File: config.mk
export PLATFORM = sky130hd
export DESIGN_NAME = cmp_bist_sequencer_flat
export DESIGN_NICKNAME = d
export VERILOG_FILES = /design/src/rtl/cmp_bist_sequencer_if.sv /design/src/rtl/cmp_bist_sequencer.sv /design/src/flat_wrapper.sv
export SDC_FILE = /design/constraint.sdc
export NUM_CORES = 1
export LEC_CHECK = 0
export CELL_PAD_IN_SITES_DETAIL_PLACEMENT = 0
export CELL_PAD_IN_SITES_GLOBAL_PLACEMENT = 1
export CORE_UTILIZATION = 40
export DETAILED_ROUTE_END_ITERATION = 8
export PLACE_DENSITY = 0.92
export SYNTH_ARGS = -nofsm -noshare
export SYNTH_HDL_FRONTEND = slang
export SYNTH_SLANG_ARGS = --single-unit
File: constraint.sdc
create_clock -name clk -period 5.41 [get_ports clk]
set_input_delay 1.3525 -clock clk [delete_from_list [all_inputs] [get_ports clk]]
set_output_delay 1.3525 -clock clk [all_outputs]
set_load 0.03 [all_outputs]
File: src/rtl/cmp_bist_sequencer_if.sv
// rtl/cmp_bist_sequencer_if.sv - operand/response bus between the BIST sequencer and the comparator
interface cmp_bist_sequencer_if #(
  parameter int WIDTH = 2
);
  logic [WIDTH-1:0] a_out;
  logic [WIDTH-1:0] b_out;
  logic             gt_in;
  logic             eq_in;
  logic             lt_in;

  modport master (
    output a_out,
    output b_out,
    input  gt_in,
    input  eq_in,
    input  lt_in
  );

  modport slave (
    input  a_out,
    input  b_out,
    output gt_in,
    output eq_in,
    output lt_in
  );
endinterface

File: src/rtl/cmp_bist_sequencer.sv
// rtl/cmp_bist_sequencer.sv - exhaustive self-test sweep of a WIDTH-bit magnitude comparator
module cmp_bist_sequencer #(
  parameter int WIDTH  = 2,
  parameter int SETTLE = 1
) (
  input  logic                 clk,
  input  logic                 rst,
  input  logic                 start,
  cmp_bist_sequencer_if.master cmp,
  output logic                 busy,
  output logic                 done,
  output logic                 pass,
  output logic [2*WIDTH:0]     fail_count,
  output logic [WIDTH-1:0]     first_fail_a,
  output logic [WIDTH-1:0]     first_fail_b,
  output logic                 any_fail
);
  localparam int IW = 2 * WIDTH;
  localparam int FW = IW + 1;
  localparam int SW = (SETTLE > 1) ? $clog2(SETTLE) : 1;

  typedef enum logic [1:0] {IDLE, APPLY, CHECK, DONE} state_t;

  state_t           state_q, state_d;
  logic [IW-1:0]    idx_q, idx_d;
  logic [SW-1:0]    settle_q, settle_d;
  logic [FW-1:0]    fail_count_q, fail_count_d;
  logic [WIDTH-1:0] first_fail_a_q, first_fail_a_d;
  logic [WIDTH-1:0] first_fail_b_q, first_fail_b_d;
  logic             any_fail_q, any_fail_d;
  logic             busy_q, busy_d;
  logic             done_q, done_d;

  logic [WIDTH-1:0] a_cur, b_cur;
  logic [2:0]       exp_resp;
  logic             mismatch;

  always_comb begin
    a_cur    = idx_q[IW-1:WIDTH];
    b_cur    = idx_q[WIDTH-1:0];
    exp_resp = {a_cur > b_cur, a_cur == b_cur, a_cur < b_cur};
    mismatch = exp_resp != {cmp.gt_in, cmp.eq_in, cmp.lt_in};

    state_d        = state_q;
    idx_d          = idx_q;
    settle_d       = settle_q;
    fail_count_d   = fail_count_q;
    first_fail_a_d = first_fail_a_q;
    first_fail_b_d = first_fail_b_q;
    any_fail_d     = any_fail_q;
    busy_d         = busy_q;
    done_d         = done_q;

    case (state_q)
      IDLE, DONE: begin
        if (start) begin
          state_d        = APPLY;
          idx_d          = '0;
          settle_d       = '0;
          fail_count_d   = '0;
          first_fail_a_d = '0;
          first_fail_b_d = '0;
          any_fail_d     = 1'b0;
          busy_d         = 1'b1;
          done_d         = 1'b0;
        end
      end
      APPLY: begin
        if (settle_q == SW'(SETTLE - 1)) begin
          state_d  = CHECK;
          settle_d = '0;
        end else begin
          settle_d = settle_q + SW'(1);
        end
      end
      CHECK: begin
        if (mismatch) begin
          fail_count_d = fail_count_q + FW'(1);
          if (!any_fail_q) begin
            first_fail_a_d = a_cur;
            first_fail_b_d = b_cur;
            any_fail_d     = 1'b1;
          end
        end
        // Last vector stays on the bus after the sweep ends.
        if (idx_q == {IW{1'b1}}) begin
          state_d = DONE;
          busy_d  = 1'b0;
          done_d  = 1'b1;
        end else begin
          idx_d   = idx_q + IW'(1);
          state_d = APPLY;
        end
      end
      default: state_d = IDLE;
    endcase
  end

  always_ff @(posedge clk or posedge rst) begin
    if (rst) begin
      state_q        <= IDLE;
      idx_q          <= '0;
      settle_q       <= '0;
      fail_count_q   <= '0;
      first_fail_a_q <= '0;
      first_fail_b_q <= '0;
      any_fail_q     <= 1'b0;
      busy_q         <= 1'b0;
      done_q         <= 1'b0;
    end else begin
      state_q        <= state_d;
      idx_q          <= idx_d;
      settle_q       <= settle_d;
      fail_count_q   <= fail_count_d;
      first_fail_a_q <= first_fail_a_d;
      first_fail_b_q <= first_fail_b_d;
      any_fail_q     <= any_fail_d;
      busy_q         <= busy_d;
      done_q         <= done_d;
    end
  end

  assign cmp.a_out    = idx_q[IW-1:WIDTH];
  assign cmp.b_out    = idx_q[WIDTH-1:0];
  assign busy         = busy_q;
  assign done         = done_q;
  assign pass         = done_q && (fail_count_q == '0);
  assign fail_count   = fail_count_q;
  assign first_fail_a = first_fail_a_q;
  assign first_fail_b = first_fail_b_q;
  assign any_fail     = any_fail_q;
endmodule

File: src/flat_wrapper.sv
// flat-port wrapper written by rule: the top's interface ports become plain ports
module cmp_bist_sequencer_flat 
#(
  parameter int WIDTH  = 2,
  parameter int SETTLE = 1
)
  (clk, rst, start, busy, done, pass, fail_count, first_fail_a, first_fail_b, any_fail, cmp_a_out, cmp_b_out, cmp_gt_in, cmp_eq_in, cmp_lt_in);
  cmp_bist_sequencer_if #(.WIDTH(WIDTH)) cmp_i ();
  input  logic clk;
  input  logic rst;
  input  logic start;
  output logic busy;
  output logic done;
  output logic pass;
  output logic [2*WIDTH:0] fail_count;
  output logic [WIDTH-1:0] first_fail_a;
  output logic [WIDTH-1:0] first_fail_b;
  output logic any_fail;
  output wire logic [$bits(cmp_i.a_out)-1:0] cmp_a_out;
  output wire logic [$bits(cmp_i.b_out)-1:0] cmp_b_out;
  input wire logic [$bits(cmp_i.gt_in)-1:0] cmp_gt_in;
  input wire logic [$bits(cmp_i.eq_in)-1:0] cmp_eq_in;
  input wire logic [$bits(cmp_i.lt_in)-1:0] cmp_lt_in;
  assign cmp_a_out = cmp_i.a_out;
  assign cmp_b_out = cmp_i.b_out;
  assign cmp_i.gt_in = cmp_gt_in;
  assign cmp_i.eq_in = cmp_eq_in;
  assign cmp_i.lt_in = cmp_lt_in;
  cmp_bist_sequencer #(.WIDTH(WIDTH), .SETTLE(SETTLE)) u_core (.clk(clk), .rst(rst), .start(start), .cmp(cmp_i), .busy(busy), .done(done), .pass(pass), .fail_count(fail_count), .first_fail_a(first_fail_a), .first_fail_b(first_fail_b), .any_fail(any_fail));
endmodule
==> results.yml <==
logic_synthesis:
  synth_top_area_cell: "dfrtp_1"
  avgSynthCellArea_um2: 9.22
  synth_area_leaders: "dfrtp_1, ha_1, o21ai_0"
  synth-edff-count: 0
  netlist_instances: 119
  yosysWarnings: 0
  syn-num-nets: 133
  yosysUniqueCellTypes: 35
  synth_flop_cell: "dfrtp_1"
  synth_common_cells: "dfrtp_1, o21ai_0, nand2_1"
  seq_area_frac_synth_pct: 41.0
  synthArstFlopShare_pct: 100
  ys_ff_latch: 18
  syn-cell-area_um2: 1100
  yosys.area.top_type_share_pct: 41.0
  synth_most_common_cell: "dfrtp_1"
final_layout:
  drive_gt1_share_pct: 5.59
  multi_input_area_um2: 594
  areaGrowthSynthToFinish_pct: 25.4
  nNetsFinal: 158
  fillers: 251
  area.sequential_um2: 450
  antenna_cells: 0
setup_path:
  arrival_ns: 1.85
  critPathLaunchType: "flop"
  path_class: "reg -> out"
  end_kind: "primary output"
  reg2reg_from: "u_core.idx_q[1]$_DFFE_PP0P_"
  crit_fanout: 4
  cp_data_required_time_ns: 4.06
  r2r_cells: 7
  r2r-end: "u_core.first_fail_a[0]$_DFFE_PP0P_"
  r2r_slack_ns: 2.87
sta:
  slew_headroom_pct: 54.4
  post-route-period-util_pct: 59.2
  fmax_ghz: 0.312
  rsz0062_at_grt: "false"
  setup_viol: 0
  period_minus_slack_ns: 3.20
  drv_slew: 0
  setup_tns_ns: 0
  hold_viol_final: 0
  skew_ns: 0.00473
  worstMarginPinSlew_ns: 0.684
cts:
  cts-buffers-inserted: 3
  cts_root_buf: "clkbuf_4"
  numClockSinks: 18
  cts_tree: "built"
  cts_setup_buffers: 0
  path_clk_slew_ns: 0.11
  clk_latency_ns: 0.30
  cts_resized: 0
  cts_hold_buf: 0
  clock_path_buffers: 2
  cts_max_level: 1
grt:
  grt_overflow: 0
  antenna_found_initial: 0
  track_usage_pct: 19.1
  grt_pass1_vias: 967
  grt_max_degree: 19
  grt_pass1_wl_um: 4000
die:
  num_io_pins: 23
  die_w_um: 54.4
  initial_core_util_pct: 43.1
  die_h_um: 54.4
  die_area_um2: 2960
  coreArea_um2: 2540
  num_rows: 18
placement:
  dp_hpwl_um: 1780
  gp_congestion: 0.784
  port-buffer-count: 22
power_and_ir_drop:
  power.density_nw_per_um2: 413
  total_power_w: 0.000568
  ir_drop_mv: 0.211
  p_leak_nw: 0.585
routing:
  via_count: 967
  wl_um: 2380
  initialDrtViolationCount: 20
  drc: 0
  routed_via_density: 5.59
  drt_pass1_iterations: 4
  ant_nets: 0
  post_drt_wl_per_cell_um: 13.7
run_status:
  status: "completed"
run:
  maxCapViolCount: 0
worst_hold_path:
  hold_start: "u_core.first_fail_a[1]$_DFFE_PP0P_"
  hold_end: "u_core.first_fail_a[1]$_DFFE_PP0P_"
  hold_path_class: "reg -> reg"
  holdPathStages: 2
[flip-flops by register name (all words and copies together), names as in the netlist]
register and count:
u_core.idx_q 4, u_core.any_fail 1, u_core.state_q 2, u_core.first_fail_a 2, u_core.busy 1, u_core.fail_count 5
u_core.first_fail_b 2, u_core.done 1
[power breakdown]
part / switching, W / internal [W]
Clock: 0.0000453 / 0.0000411
Combinational: 0.000181 / 0.000112
Sequential: 0.0000305 / 0.000159
Total: 0.000257 / 0.000311
[stage by stage]
stage               instances  hold WS (ns)  utilization [%]  cell area [µm²]  setup WS (ns)
global route              173         0.570             54.1             1380           2.09
CTS                       173         0.537             54.1             1380           2.17
finish                    173         0.548             54.1             1380           2.21
detailed placement        169         0.511             52.7             1340           1.96
global placement          169         0.497             52.7             1340           2.04
floorplan                 119         0.550                -             1100           2.61
[logic make-up after synthesis]
| kind of cell | share of synthesized area, % |
|---|---|
| AOI/OAI and AO/OA | 20.0 |
| xor gates and xnor gates | 0.798 |
| DFF | 41.0 |
| adders and majority gates | 9.12 |
| and+or+nand+nor | 22.0 |
| buffers and inverters | 4.79 |
| muxes | 2.28 |
[layer usage]
layer / track usage, % / up-vias / routed length, µm
met5: 0 / - / 0
met4: 6.41 / 0 / 14
met3: 2.50 / 2 / 81
met2: 36.8 / 23 / 1180
met1: 21.0 / 467 / 1100
li1: - / 475 / -
[cell type report]
| class | instances | share of cell area (%) |
|---|---|---|
| Inverter | 10 | 2.73 |
| Clock buffer | 4 | 2.64 |
| Timing Repair Buffer | 22 | 16.0 |
| Sequential cell | 18 | 32.7 |
| Multi-Input combinational cell | 89 | 43.2 |
| Tap cell | 30 | 2.73 |
[how the worst max path moves through the flow]
stage	depth (start not counted)	startpoint	end
floorplan	5	cmp_lt_in	u_core.fail_count[3]$_DFFE_PP0P_
global placement	5	cmp_lt_in	u_core.fail_count[4]$_DFFE_PP0P_
detailed placement	5	cmp_lt_in	u_core.first_fail_a[0]$_DFFE_PP0P_
CTS	4	u_core.fail_count[0]$_DFFE_PP0P_	pass
global route	4	u_core.fail_count[0]$_DFFE_PP0P_	pass
finish	4	u_core.fail_count[0]$_DFFE_PP0P_	pass
[layout by cell type (no fill, tap or decap), types with 2 or more instances in the layout]
cell              n
nor2_1            8
nand2b_1          2
nand3_1          10
nand2_1          13
clkbuf_4          3
o21ai_0          14
ha_1              8
clkdlybuf4s50_1  22
a21oi_1           4
dfrtp_1          18
inv_1            10
o211ai_1          5
nor2b_1           2
or3_1             2
[worst max-delay path, stage by stage, from the launching register on]
cell and delay, ns:
dfrtp_1 0.43, inv_1 0.11, ha_1 0.16, and4b_1 0.19, clkdlybuf4s50_1 0.66
Note: power is estimated with default switching activity, not from simulation.
